==> src/rtl/matrix_pkg.sv <==
// matrix_pkg
// Constants and types shared by the matrix text parser and the matrix displayer.
// Contents:
//   ASCII constants ASC_0, ASC_9, ASC_SP, ASC_CR, ASC_LF
//   MAX_DIM / MAX_ELEMS   storage geometry (5x5 = 25 elements)
//   err_code_e            error reasons reported on err_code
//   parse_state_e         parser state encoding
//   dims_ok()             legality test for requested dimensions
package matrix_pkg;

  localparam logic [7:0] ASC_0  = 8'h30;
  localparam logic [7:0] ASC_9  = 8'h39;
  localparam logic [7:0] ASC_SP = 8'h20;
  localparam logic [7:0] ASC_CR = 8'h0D;
  localparam logic [7:0] ASC_LF = 8'h0A;

  localparam int MAX_DIM   = 5;
  localparam int MAX_ELEMS = 25;

  typedef enum logic [1:0] {
    ERR_NONE = 2'd0,
    ERR_DIM  = 2'd1,
    ERR_CHAR = 2'd2,
    ERR_OVF  = 2'd3
  } err_code_e;

  typedef enum logic [2:0] {
    S_IDLE,
    S_SEP,
    S_NUM,
    S_FILL,
    S_DONE
  } parse_state_e;

  // Both dimensions must lie in 1..MAX_DIM.
  function automatic logic dims_ok(input logic [2:0] rows, input logic [2:0] cols);
    return (rows != 3'd0) && (cols != 3'd0) &&
           (rows <= 3'(MAX_DIM)) && (cols <= 3'(MAX_DIM));
  endfunction

endpackage

==> src/rtl/matrix_input_parser_if.sv <==
// matrix_input_parser_if
// Bundles the parser's control, UART byte input and storage write port.
//   start/abort/matrix_row/matrix_col : arm and cancel from the control FSM
//   rx_data/rx_valid                  : byte stream from the UART receiver
//   busy/done/err/err_code            : status back to the control FSM
//   wr_en/wr_addr/wr_data             : storage write port
// Modports: master = controller/driver side, slave = the parser.
interface matrix_input_parser_if;

  logic       start;
  logic       abort;
  logic [2:0] matrix_row;
  logic [2:0] matrix_col;
  logic [7:0] rx_data;
  logic       rx_valid;
  logic       busy;
  logic       done;
  logic       err;
  logic [1:0] err_code;
  logic       wr_en;
  logic [4:0] wr_addr;
  logic [7:0] wr_data;

  modport master (
    output start, abort, matrix_row, matrix_col, rx_data, rx_valid,
    input  busy, done, err, err_code, wr_en, wr_addr, wr_data
  );

  modport slave (
    input  start, abort, matrix_row, matrix_col, rx_data, rx_valid,
    output busy, done, err, err_code, wr_en, wr_addr, wr_data
  );

endinterface

==> src/rtl/ascii_classify.sv <==
// ascii_classify
// Combinational classification of one received byte.
//   rx_data   in  8 : received byte
//   is_digit  out 1 : byte is '0'..'9'
//   is_sep    out 1 : byte is space, CR or LF
//   digit_val out 4 : numeric value of the digit (0 when not a digit)
module ascii_classify
  import matrix_pkg::*;
(
  input  logic [7:0] rx_data,
  output logic       is_digit,
  output logic       is_sep,
  output logic [3:0] digit_val
);

  always_comb begin
    is_digit  = (rx_data >= ASC_0) && (rx_data <= ASC_9);
    is_sep    = (rx_data == ASC_SP) || (rx_data == ASC_CR) || (rx_data == ASC_LF);
    digit_val = is_digit ? 4'(rx_data - ASC_0) : 4'd0;
  end

endmodule

==> src/rtl/matrix_input_parser.sv <==
// matrix_input_parser
// Parses a whitespace-separated decimal matrix from the UART byte stream and
// writes the elements row-major into matrix storage, optionally zero-filling
// the remaining addresses up to 24.
//   clk    in : clock
//   rst_n  in : asynchronous active-low reset
//   bus       : matrix_input_parser_if.slave (control, rx bytes, status, write port)
// Parameter FILL_ZERO: 1 = zero the unused tail of storage before done.
module matrix_input_parser
  import matrix_pkg::*;
#(
  parameter bit FILL_ZERO = 1'b1
) (
  input logic                  clk,
  input logic                  rst_n,
  matrix_input_parser_if.slave bus
);

  parse_state_e state_q, state_d;
  logic [4:0]   count_q, count_d;
  logic [4:0]   n_q, n_d;
  logic [7:0]   acc_q, acc_d;
  logic         busy_q, busy_d;
  logic         done_q, done_d;
  logic         err_q, err_d;
  err_code_e    err_code_q, err_code_d;
  logic         wr_en_q, wr_en_d;
  logic [4:0]   wr_addr_q, wr_addr_d;
  logic [7:0]   wr_data_q, wr_data_d;

  logic         is_digit;
  logic         is_sep;
  logic [3:0]   digit_val;
  logic [11:0]  acc_next;
  logic         overflow;
  logic [4:0]   count_inc;
  logic [4:0]   elem_total;
  logic         dims_good;
  logic         abort_hit;
  logic         last_elem;
  logic         skip_fill;

  ascii_classify u_classify (
    .rx_data   (bus.rx_data),
    .is_digit  (is_digit),
    .is_sep    (is_sep),
    .digit_val (digit_val)
  );

  // The accumulator never exceeds 255, so 12 bits hold acc*10+digit exactly
  // and the overflow compare cannot be fooled by wraparound.
  assign acc_next   = (12'(acc_q) * 12'd10) + 12'(digit_val);
  assign overflow   = acc_next > 12'd255;
  assign count_inc  = count_q + 5'd1;
  assign elem_total = 5'(bus.matrix_row) * 5'(bus.matrix_col);
  assign dims_good  = dims_ok(bus.matrix_row, bus.matrix_col);
  assign abort_hit  = bus.abort && (state_q != S_IDLE);
  assign last_elem  = (count_inc == n_q);
  assign skip_fill  = !FILL_ZERO || (n_q == 5'(MAX_ELEMS));

  // State and output registers.
  always_ff @(posedge clk or negedge rst_n) begin
    if (!rst_n) begin
      state_q    <= S_IDLE;
      count_q    <= '0;
      n_q        <= '0;
      acc_q      <= '0;
      busy_q     <= 1'b0;
      done_q     <= 1'b0;
      err_q      <= 1'b0;
      err_code_q <= ERR_NONE;
      wr_en_q    <= 1'b0;
      wr_addr_q  <= '0;
      wr_data_q  <= '0;
    end else begin
      state_q    <= state_d;
      count_q    <= count_d;
      n_q        <= n_d;
      acc_q      <= acc_d;
      busy_q     <= busy_d;
      done_q     <= done_d;
      err_q      <= err_d;
      err_code_q <= err_code_d;
      wr_en_q    <= wr_en_d;
      wr_addr_q  <= wr_addr_d;
      wr_data_q  <= wr_data_d;
    end
  end

  // Next-state logic; abort overrides everything once a parse is running.
  always_comb begin
    state_d = state_q;
    if (abort_hit) begin
      state_d = S_IDLE;
    end else begin
      case (state_q)
        S_IDLE: if (bus.start && dims_good) state_d = S_SEP;
        S_SEP: begin
          if (bus.rx_valid) begin
            if (is_digit)     state_d = S_NUM;
            else if (!is_sep) state_d = S_IDLE;
          end
        end
        S_NUM: begin
          if (bus.rx_valid) begin
            if (is_digit) begin
              if (overflow) state_d = S_IDLE;
            end else if (is_sep) begin
              if (last_elem) state_d = skip_fill ? S_DONE : S_FILL;
              else           state_d = S_SEP;
            end else begin
              state_d = S_IDLE;
            end
          end
        end
        S_FILL: if (count_q == 5'(MAX_ELEMS - 1)) state_d = S_DONE;
        S_DONE: state_d = S_IDLE;
        default: state_d = S_IDLE;
      endcase
    end
  end

  // Datapath and registered outputs. Strobes default low; write address and
  // data hold their last value between writes.
  always_comb begin
    count_d    = count_q;
    n_d        = n_q;
    acc_d      = acc_q;
    done_d     = 1'b0;
    err_d      = 1'b0;
    err_code_d = err_code_q;
    wr_en_d    = 1'b0;
    wr_addr_d  = wr_addr_q;
    wr_data_d  = wr_data_q;
    if (!abort_hit) begin
      case (state_q)
        S_IDLE: begin
          if (bus.start) begin
            if (dims_good) begin
              n_d     = elem_total;
              count_d = '0;
            end else begin
              err_d      = 1'b1;
              err_code_d = ERR_DIM;
            end
          end
        end
        S_SEP: begin
          if (bus.rx_valid) begin
            if (is_digit) begin
              acc_d = {4'd0, digit_val};
            end else if (!is_sep) begin
              err_d      = 1'b1;
              err_code_d = ERR_CHAR;
            end
          end
        end
        S_NUM: begin
          if (bus.rx_valid) begin
            if (is_digit) begin
              if (overflow) begin
                err_d      = 1'b1;
                err_code_d = ERR_OVF;
              end else begin
                acc_d = acc_next[7:0];
              end
            end else if (is_sep) begin
              wr_en_d   = 1'b1;
              wr_addr_d = count_q;
              wr_data_d = acc_q;
              count_d   = count_inc;
            end else begin
              err_d      = 1'b1;
              err_code_d = ERR_CHAR;
            end
          end
        end
        S_FILL: begin
          wr_en_d   = 1'b1;
          wr_addr_d = count_q;
          wr_data_d = '0;
          count_d   = count_inc;
        end
        S_DONE: done_d = 1'b1;
        default: ;
      endcase
    end
    busy_d = (state_d != S_IDLE);
  end

  assign bus.busy     = busy_q;
  assign bus.done     = done_q;
  assign bus.err      = err_q;
  assign bus.err_code = err_code_q;
  assign bus.wr_en    = wr_en_q;
  assign bus.wr_addr  = wr_addr_q;
  assign bus.wr_data  = wr_data_q;

endmodule
==> src/flat_wrapper.sv <==
// flat-port wrapper written by rule: the top's interface ports become plain ports
module matrix_input_parser_flat import matrix_pkg::*;
#(
  parameter bit FILL_ZERO = 1'b1
)
  (clk, rst_n, bus_start, bus_abort, bus_matrix_row, bus_matrix_col, bus_rx_data, bus_rx_valid, bus_busy, bus_done, bus_err, bus_err_code, bus_wr_en, bus_wr_addr, bus_wr_data);
  matrix_input_parser_if bus_i ();
  input logic clk;
  input logic rst_n;
  input wire logic [$bits(bus_i.start)-1:0] bus_start;
  input wire logic [$bits(bus_i.abort)-1:0] bus_abort;
  input wire logic [$bits(bus_i.matrix_row)-1:0] bus_matrix_row;
  input wire logic [$bits(bus_i.matrix_col)-1:0] bus_matrix_col;
  input wire logic [$bits(bus_i.rx_data)-1:0] bus_rx_data;
  input wire logic [$bits(bus_i.rx_valid)-1:0] bus_rx_valid;
  output wire logic [$bits(bus_i.busy)-1:0] bus_busy;
  output wire logic [$bits(bus_i.done)-1:0] bus_done;
  output wire logic [$bits(bus_i.err)-1:0] bus_err;
  output wire logic [$bits(bus_i.err_code)-1:0] bus_err_code;
  output wire logic [$bits(bus_i.wr_en)-1:0] bus_wr_en;
  output wire logic [$bits(bus_i.wr_addr)-1:0] bus_wr_addr;
  output wire logic [$bits(bus_i.wr_data)-1:0] bus_wr_data;
  assign bus_i.start = bus_start;
  assign bus_i.abort = bus_abort;
  assign bus_i.matrix_row = bus_matrix_row;
  assign bus_i.matrix_col = bus_matrix_col;
  assign bus_i.rx_data = bus_rx_data;
  assign bus_i.rx_valid = bus_rx_valid;
  assign bus_busy = bus_i.busy;
  assign bus_done = bus_i.done;
  assign bus_err = bus_i.err;
  assign bus_err_code = bus_i.err_code;
  assign bus_wr_en = bus_i.wr_en;
  assign bus_wr_addr = bus_i.wr_addr;
  assign bus_wr_data = bus_i.wr_data;
  matrix_input_parser #(.FILL_ZERO(FILL_ZERO)) u_core (.clk(clk), .rst_n(rst_n), .bus(bus_i));
endmodule
==> config.mk <==
export PLATFORM = sky130hd
export DESIGN_NAME = matrix_input_parser_flat
export DESIGN_NICKNAME = d
export VERILOG_FILES = /design/src/rtl/matrix_pkg.sv /design/src/rtl/matrix_input_parser_if.sv /design/src/rtl/ascii_classify.sv /design/src/rtl/matrix_input_parser.sv /design/src/flat_wrapper.sv
export SDC_FILE = /design/constraint.sdc
export NUM_CORES = 1
export LEC_CHECK = 0
export ABC_AREA = 1
export CAP_MARGIN = 20
export CORE_MARGIN = 2
export CORE_UTILIZATION = 50
export DETAILED_ROUTE_END_ITERATION = 10
export PLACE_DENSITY = 0.74
export REMOVE_ABC_BUFFERS = 1
export SLEW_MARGIN = 20
export SYNTH_ARGS = -nofsm -noshare
export SYNTH_HDL_FRONTEND = slang
export SYNTH_SLANG_ARGS = --single-unit
==> constraint.sdc <==
create_clock -name clk -period 2.9 [get_ports clk]
set_input_delay 0.29 -clock clk [delete_from_list [all_inputs] [get_ports clk]]
set_output_delay 0.29 -clock clk [all_outputs]
set_load 0.03 [all_outputs]
==> results of run 1 <==
==> repair_timing <==
item | in CTS | in global routing
endpoints found under the hold margin | 0 | 0
setup buffers | 0 | 1
setup endpoints to repair | 0 | 10
gates resized for setup | 0 | 5
==> area by class of cell <==
| class | instances | area, um2 |
|---|---|---|
| clock buffers | 6 | 82.6 |
| clock inverters | 2 | 15.0 |
| fillers | 512 | 2050 |
| inverters | 61 | 230 |
| multi-input cells | 271 | 1610 |
| flip-flops and latches | 40 | 1000 |
| well taps | 72 | 90.1 |
| repair buffers | 45 | 429 |
==> cell usage after synthesis (all sizes together), types with 2 or more instances <==
master  number
nand4       10
xnor2        5
nand3b       2
nand3       23
or2          3
ha          20
inv         60
o31ai        3
fa           4
o21ai       39
nor2        28
dfrtp       40
nand2      102
xor2         4
o22ai        3
buf          4
nor3         3
a21oi       11
==> per-stage QoR <==
stage / setup slack (ps) / instances / instance area, um2
after floorplan: 293 / 371 / 2810
after global placement: 213 / 486 / 3310
after detailed placement: 112 / 486 / 3310
after CTS: 140 / 494 / 3410
after global routing: -13.2 / 497 / 3460
final: 221 / 497 / 3460
==> final timing paths <==
check                                                  start                                end  slack [ps]  cells past startpoint
hold reg to reg            u_core.bus.wr_addr[3]$_DFFE_PN0P_  u_core.bus.wr_addr[3]$_DFFE_PN0P_         490                      2
setup / recovery                 u_core.acc_q[3]$_DFFE_PN0P_        u_core.acc_q[0]$_DFFE_PN0P_         220                     16
setup reg to reg                 u_core.acc_q[3]$_DFFE_PN0P_        u_core.acc_q[0]$_DFFE_PN0P_         220                     16
hold / removal                                         rst_n  u_core.bus.wr_addr[1]$_DFFE_PN0P_         100                      1
max in group asynchronous                              rst_n        u_core.acc_q[7]$_DFFE_PN0P_        2250                      1
min in group clk           u_core.bus.wr_addr[3]$_DFFE_PN0P_  u_core.bus.wr_addr[3]$_DFFE_PN0P_         490                      2
==> kinds of logic (layout without fill, tap and decap cells) <==
group                      after synthesis  in the layout
xor gates and xnor gates                 9              9
buffers and inverters                   66            114
and+or+nand+nor                        175            176
DFF                                     40             40
AOI/OAI and AO/OA                       62             62
adders and majority gates               24             24
==> placed cells by master (no fill, tap or decap), types with 10 or more instances in the layout <==
master | Yosys | final
clkdlybuf4s50_1 | 0 | 36
inv_1 | 59 | 59
a21oi_1 | 11 | 10
o21ai_0 | 24 | 24
dfrtp_1 | 40 | 40
nand4_1 | 10 | 10
nand2_1 | 99 | 99
ha_1 | 20 | 19
nor2_1 | 26 | 26
nand3_1 | 18 | 18
==> metal layers <==
| metal | up-vias | global-route usage (%) | routed length, um |
|---|---|---|---|
| li1 | 1322 | - | - |
| met1 | 1154 | 30.0 | 2910 |
| met2 | 69 | 32.1 | 2580 |
| met3 | 5 | 3.73 | 309 |
| met4 | 0 | 3.62 | 41 |
| met5 | - | 0 | 0 |
==> report_power, final <==
group          switching (mW)  total [mW]  internal (mW)
combinational           0.267       0.445          0.178
sequential             0.0411       0.661          0.620
clock                   0.197       0.389          0.192
total                   0.505        1.50          0.991
==> registers in the layout, summed over array words and instances (netlist names) <==
| name | cells |
|---|---|
| u_core.n_q | 5 |
| u_core.bus.done | 1 |
| u_core.bus.wr_data | 8 |
| u_core.bus.err_code | 2 |
| u_core.bus.wr_addr | 5 |
| u_core.count_q | 5 |
| u_core.bus.busy | 1 |
| u_core.state_q | 3 |
| u_core.acc_q | 8 |
| u_core.bus.wr_en | 1 |
| u_core.bus.err | 1 |
==> impl_results.md, run 1 <==
* Crit start category: flop
* IO Pins at 38
* Hold-fix buffer count after cts at 0
* CTS Sinks at 40
* Number of buffers and inverters on the critical path at 3
* Worst hold path class: input port to async pin
* Post-Syn Area at 2850 um2
* Seq/Total Area, Yosys at 35.1%
* GPL Wtd Cong at around 0.83
* Share of layout cells above drive strength 1 at 10.8%
* Clock slew at reported path FFs at 80 ps
* Synth top area cells: dfrtp_1, nand2_1, ha_1
* Rel. slew slack at 42.6%
* Power Total at 1.50 mW
* Leading area contributor after synthesis: dfrtp_1
* Setup_tns at 0 ps
* Total GRT Usage at 20.5%
* Worst Path Required at roughly 3100 ps
* Largest family of logic cells by synthesized area: simple AND/OR/NAND/NOR gates
* Rows at 27
* CP delay by family, top: adder cells
* Post-synth ARST share at between 90% and 100%
* Area Overhead vs Synth at 21.5%
* Worst path cell trace: ha_1 > ha_2 > fa_2 > inv_1 > nor2_4 > nand3_2 > nor2_1 > nand3_1 > nand2_1 > inv_1 > nand2_2 > nand2_4 > nand3_4 > nand2_1 > nand2_1 > inv_1
* Netlist cell types at 43
* Worst skew pair latency at between 200 and 300 ps
* Final Hold Viols at 0
* Slowest CP cell: fa_2
* Root buffer cell: clkbuf_8
* TritonCTS Buffers at 5
* Starting density of the core at 51.7%
* H-tree depth at 2
* Die footprint at 6320 um2
* Post-DP HPWL at 4.50 mm
* Tmin final at about 2700 ps
* Worst VDD drop at roughly 0.4 mV
* Leak Pwr at 1.72 nW
* WS Path Type: flop to flop
* ANT cells at 0
* Post-synthesis compound-gate area fraction at 13.0%
* Endpoints failing setup at 0
* Max Clk Rate at roughly 370 MHz
* Worst-Margin Slew at 861 ps
* Register bit count reported by yosys at 40
* Worst Setup End Kind: flop
* Max incr delay on CP at slightly below 600 ps
* Synth Area per Inst at 7.58 um2
* Pin count of the biggest net entering global routing at 41
* Pwr/cell area at 432 nW/um2
* CTS tree: done
* Max FO, Critical Path at 7
* Ys Warns at 0
* Max-slew violation count at 0
* First-pass GRT wire length at 10.4 mm
* EDFF count, synth at 0
* Worst hold slack at 100 ps
* DRT Pass-1 Iters at 4
* Xor/xnor share of the synthesized area at 2.77%
* Via-to-Cell Ratio at 5.13
* Port Buffer Count at 37
* Overflow after GRT at 0
* Top_reg_cell synth: dfrtp_1
* Core Util, Final at 62.8%
* Final Routed Wirelength at 5.84 mm
* Die height at 79.5 um
* Syn Inst Count at about 380
* CTS max path bufs at 2
* Core area at 5510 um2
* Post-synthesis mux area share at 0%
* Nets at 467
* Status: completed
* Die X at 79.5 um
* Max Cap Viol at 0
* Clock Skew at 8.14 ps
* Data arrival, critical path at 2880 ps
* Initial antenna violation count at 0
* Routed WL per cell at 11.8 um
* Routed Antenna Nets at 0
* Via count at 2550
* Post-synth top area share at 35.1%
* Fin crit share at 92.4%
* Synth Area in Simple Gates at between 20% and 30%
* Number of global-route vias before repair at 2363
* Iteration-0 DRC Markers at ~160
* Adder-Cell Fraction of Synth Area at 11.6%
* DR DRC count at 0
No activity file was read; power rests on OpenSTA's default activity.
==> inputs of run 2 (changes only) <==
--- a/config.mk
+++ b/config.mk
@@ -9,6 +9,7 @@
 export CAP_MARGIN = 20
 export CORE_MARGIN = 2
 export CORE_UTILIZATION = 50
+export CTS_BUF_LIST = sky130_fd_sc_hd__clkbuf_4
 export DETAILED_ROUTE_END_ITERATION = 10
 export PLACE_DENSITY = 0.74
 export REMOVE_ABC_BUFFERS = 1
==> run 2 against run 1 <==
Utilization fell by 0.59 points. Cell area fell by 0.94%. Clock power decreased by 27%. Critical path depth unchanged. Cell count shrank 0.20%. Combinational power about the same. Worst setup slack got worse by 8.2 ps. Worst hold slack worse by 70 ps. Die area did not move. Total power down 6.9%.
==> impl_results.md, run 2 (same netlist as run 1, synthesis figures left out) <==
* Max FO, Critical Path at 7 (unchanged)
* Tmin final at 2690 ps (+8.24 ps)
* Flop-to-flop setup slack at 210 ps (about the same)
* CTS tree: done
* Hold-fix buffer count after cts at 0 (unchanged)
* Clock share of power at 20.4% (-5.6 points)
* Endpoints failing setup at 0 (unchanged)
* Leak Pwr at 1.69 nW (-1.5%)
* P_sw at 0.503 mW (-0.50%)
* Worst VDD drop at 0.344 mV (-15%)
* Max-slew violation count at 0 (unchanged)
* Worst Setup End Kind: flop
* Max Cap Viol at 0 (unchanged)
* Area Overhead vs Synth at 20.3%
* Commonest non-fill, non-tap cell in the layout: nand2_1
* Status: completed
* Die height at 79.5 um (unchanged)
* Commonest non-fill, non-tap cells in the layout: nand2_1, inv_1, dfrtp_1
* Clock Skew at 8.27 ps (+0.129 ps)
* Rel. slew slack at 42.3% (-0.29 points)
* Routed Antenna Nets at 0 (unchanged)
* RSZ-0062 raised after global routing: no
* Combinational Power Share at 32.1% (+2.3 points)
* Power Total at 1.39 mW (-6.9%)
* Root buffer cell: clkbuf_4
* Die footprint at 6320 um2 (unchanged)
* Reg2reg start: u_core.acc_q[3]$_DFFE_PN0P_
* FILL cells at 520 (+1.6%)
* CTS Sinks at 40 (unchanged)
* Iteration-0 DRC Markers at 183 (+12%)
* Cell internal pwr at 0.889 mW (-10%)
* Worst hold path class: input port to async pin
* Sw Ratio at 36.1% (+2.3 points)
* Clock slew at reported path FFs at 130 ps (+50 ps)
* Overflow after GRT at 0 (unchanged)
* Sequential Power Share at 47.5% (+3.3 points)
* Worst setup slack after layout at 213 ps (-8.24 ps)
* Nets at 466 (-0.21%)
* Path depth of the worst reg2reg path at 16 (unchanged)
* TritonCTS Buffers at 5 (unchanged)
* H-tree depth at 2 (unchanged)
* WS Path Type: flop to flop
* Initial antenna violation count at 0 (unchanged)
* ANT cells at 0 (unchanged)
* DRT Pass-1 Iters at 6 (+2)
* Pwr/cell area at 406 nW/um2 (-6.0%)
* Worst skew pair latency at 350 ps (+60 ps)
* Max Clk Rate at 372 MHz (-0.31%)
* Via count at 2529 (-0.82%)
* Final Routed Wirelength at 5.89 mm (+0.84%)
* Layout Cells excl Fill at 496 (-0.20%)
* Reg-to-reg endpoint: u_core.acc_q[0]$_DFFE_PN0P_
* IO Pins at 38 (unchanged)
* GPL Wtd Cong at 0.828 (unchanged)
* Worst-Margin Slew at 866 ps (+4.40 ps)
* CTS max path bufs at 2 (unchanged)
* Rows at 27 (unchanged)
* Pin count of the biggest net entering global routing at 41 (unchanged)
* Fin crit share at 92.6% (+0.28 points)
* Starting density of the core at 51.7% (unchanged)
* Worst Path Required at 3170 ps (+70 ps)
* Routed WL per cell at 11.9 um (+1.0%)
* Core Util, Final at 62.3% (-0.59 points)
* Total GRT Usage at 20.6% (+0.12 points)
* Number of global-route vias before repair at 2372 (+0.38%)
* DR DRC count at 0 (unchanged)
* Port Buffer Count at 37 (unchanged)
* Share of layout cells above drive strength 1 at 10.6% (-0.21 points)
* Die X at 79.5 um (unchanged)
* Via-to-Cell Ratio at 5.10 (-0.62%)
* Final Hold Viols at 0 (unchanged)
* Placed insts at 486 (unchanged)
* Pre-CTS WS at 112 ps (unchanged)
* Crit start category: flop
* Core area at 5510 um2 (unchanged)
* Post-DP HPWL at 4.50 mm (unchanged)
* Data arrival, critical path at 2960 ps (+80 ps)
* Setup_tns at 0 ps (unchanged)
* First-pass GRT wire length at 10.5 mm (+0.39%)
[run 2: cell count changes in the layout (fill, tap and decap cells not counted)]
| cell | change |
|---|---|
| buf_6 | -1 |
| clkbuf_4 | +5 |
| clkbuf_8 | -6 |
| clkinv_1 | +1 |
| ha_1 | -1 |
| ha_4 | +1 |
| o21ai_2 | -1 |
| o21ai_4 | +1 |
[run 2: area by class of cell]
type                       count  area (um2)  area share (%)
timing repair buffer          44         418            12.2
sequential                    40        1000            29.2
clock buffer                   5        37.5            1.09
inverter                      61         230            6.72
tap                           72        90.1            2.63
clock inverter                 3        18.8           0.547
multi-input combinational    271        1630            47.6
[run 2: worst max-delay path by stage]
stage / from / to / slack, ps / depth (start not counted)
finish: u_core.acc_q[3]$_DFFE_PN0P_ / u_core.acc_q[0]$_DFFE_PN0P_ / 210 / 16
global route: u_core.acc_q[1]$_DFFE_PN0P_ / u_core.acc_q[5]$_DFFE_PN0P_ / 30 / 14
CTS: u_core.acc_q[1]$_DFFE_PN0P_ / u_core.acc_q[5]$_DFFE_PN0P_ / 130 / 14
detailed placement: bus_rx_data[2] / u_core.acc_q[5]$_DFFE_PN0P_ / 110 / 14
global placement: bus_rx_data[2] / u_core.acc_q[5]$_DFFE_PN0P_ / 210 / 14
floorplan: u_core.acc_q[1]$_DFFE_PN0P_ / u_core.acc_q[1]$_DFFE_PN0P_ / 290 / 14
[run 2: layer usage]
| metal | routed length, um | part of all wire (%) | vias up | GRT usage (%) |
|---|---|---|---|---|
| met3 | 224 | 3.8 | 5 | 3.05 |
| met2 | 2620 | 44 | 60 | 31.9 |
| met1 | 2990 | 51 | 1145 | 30.3 |
| met4 | 57 | 0.97 | 0 | 5.17 |
| li1 | - | - | 1319 | - |
| met5 | 0 | 0 | - | 0 |
[run 2: critical path, cell delays in order (launching register included)]
cell and delay (ps):
dfrtp_1 420, ha_1 280, ha_2 210, fa_2 590, inv_1 70, nor2_4 130
nand3_2 100, nor2_1 110, nand3_1 80, nand2_1 60, inv_1 50, nand2_2 100
nand2_4 90, nand3_4 130, nand2_1 70, nand2_1 60, inv_1 40
[run 2: through the flow]
stage               hold WS (ps)  cell area (um2)
floorplan                  -5.59             2810
global placement             445             3310
detailed placement           458             3310
CTS                         59.1             3370
global route                75.9             3430
finish                      30.4             3430
[run 2: timing repair]
item / in CTS / in global routing
hold endpoints to repair: 0 / 0
resized for setup: 0 / 6
setup endpoints to repair: 0 / 10
buffers inserted: 0 / 1
[run 2: power by group through the flow]
| stage | registers [mW] | logic, mW | clock network [mW] |
|---|---|---|---|
| 2_1_floorplan | 0.729 | 0.210 | 0 |
| 3_3_place_gp | 0.671 | 0.430 | 0 |
| 3_5_place_dp | 0.673 | 0.436 | 0 |
| 4_1_cts | 0.661 | 0.442 | 0.285 |
| 5_1_grt | 0.670 | 0.502 | 0.316 |
| 6_report | 0.661 | 0.447 | 0.284 |
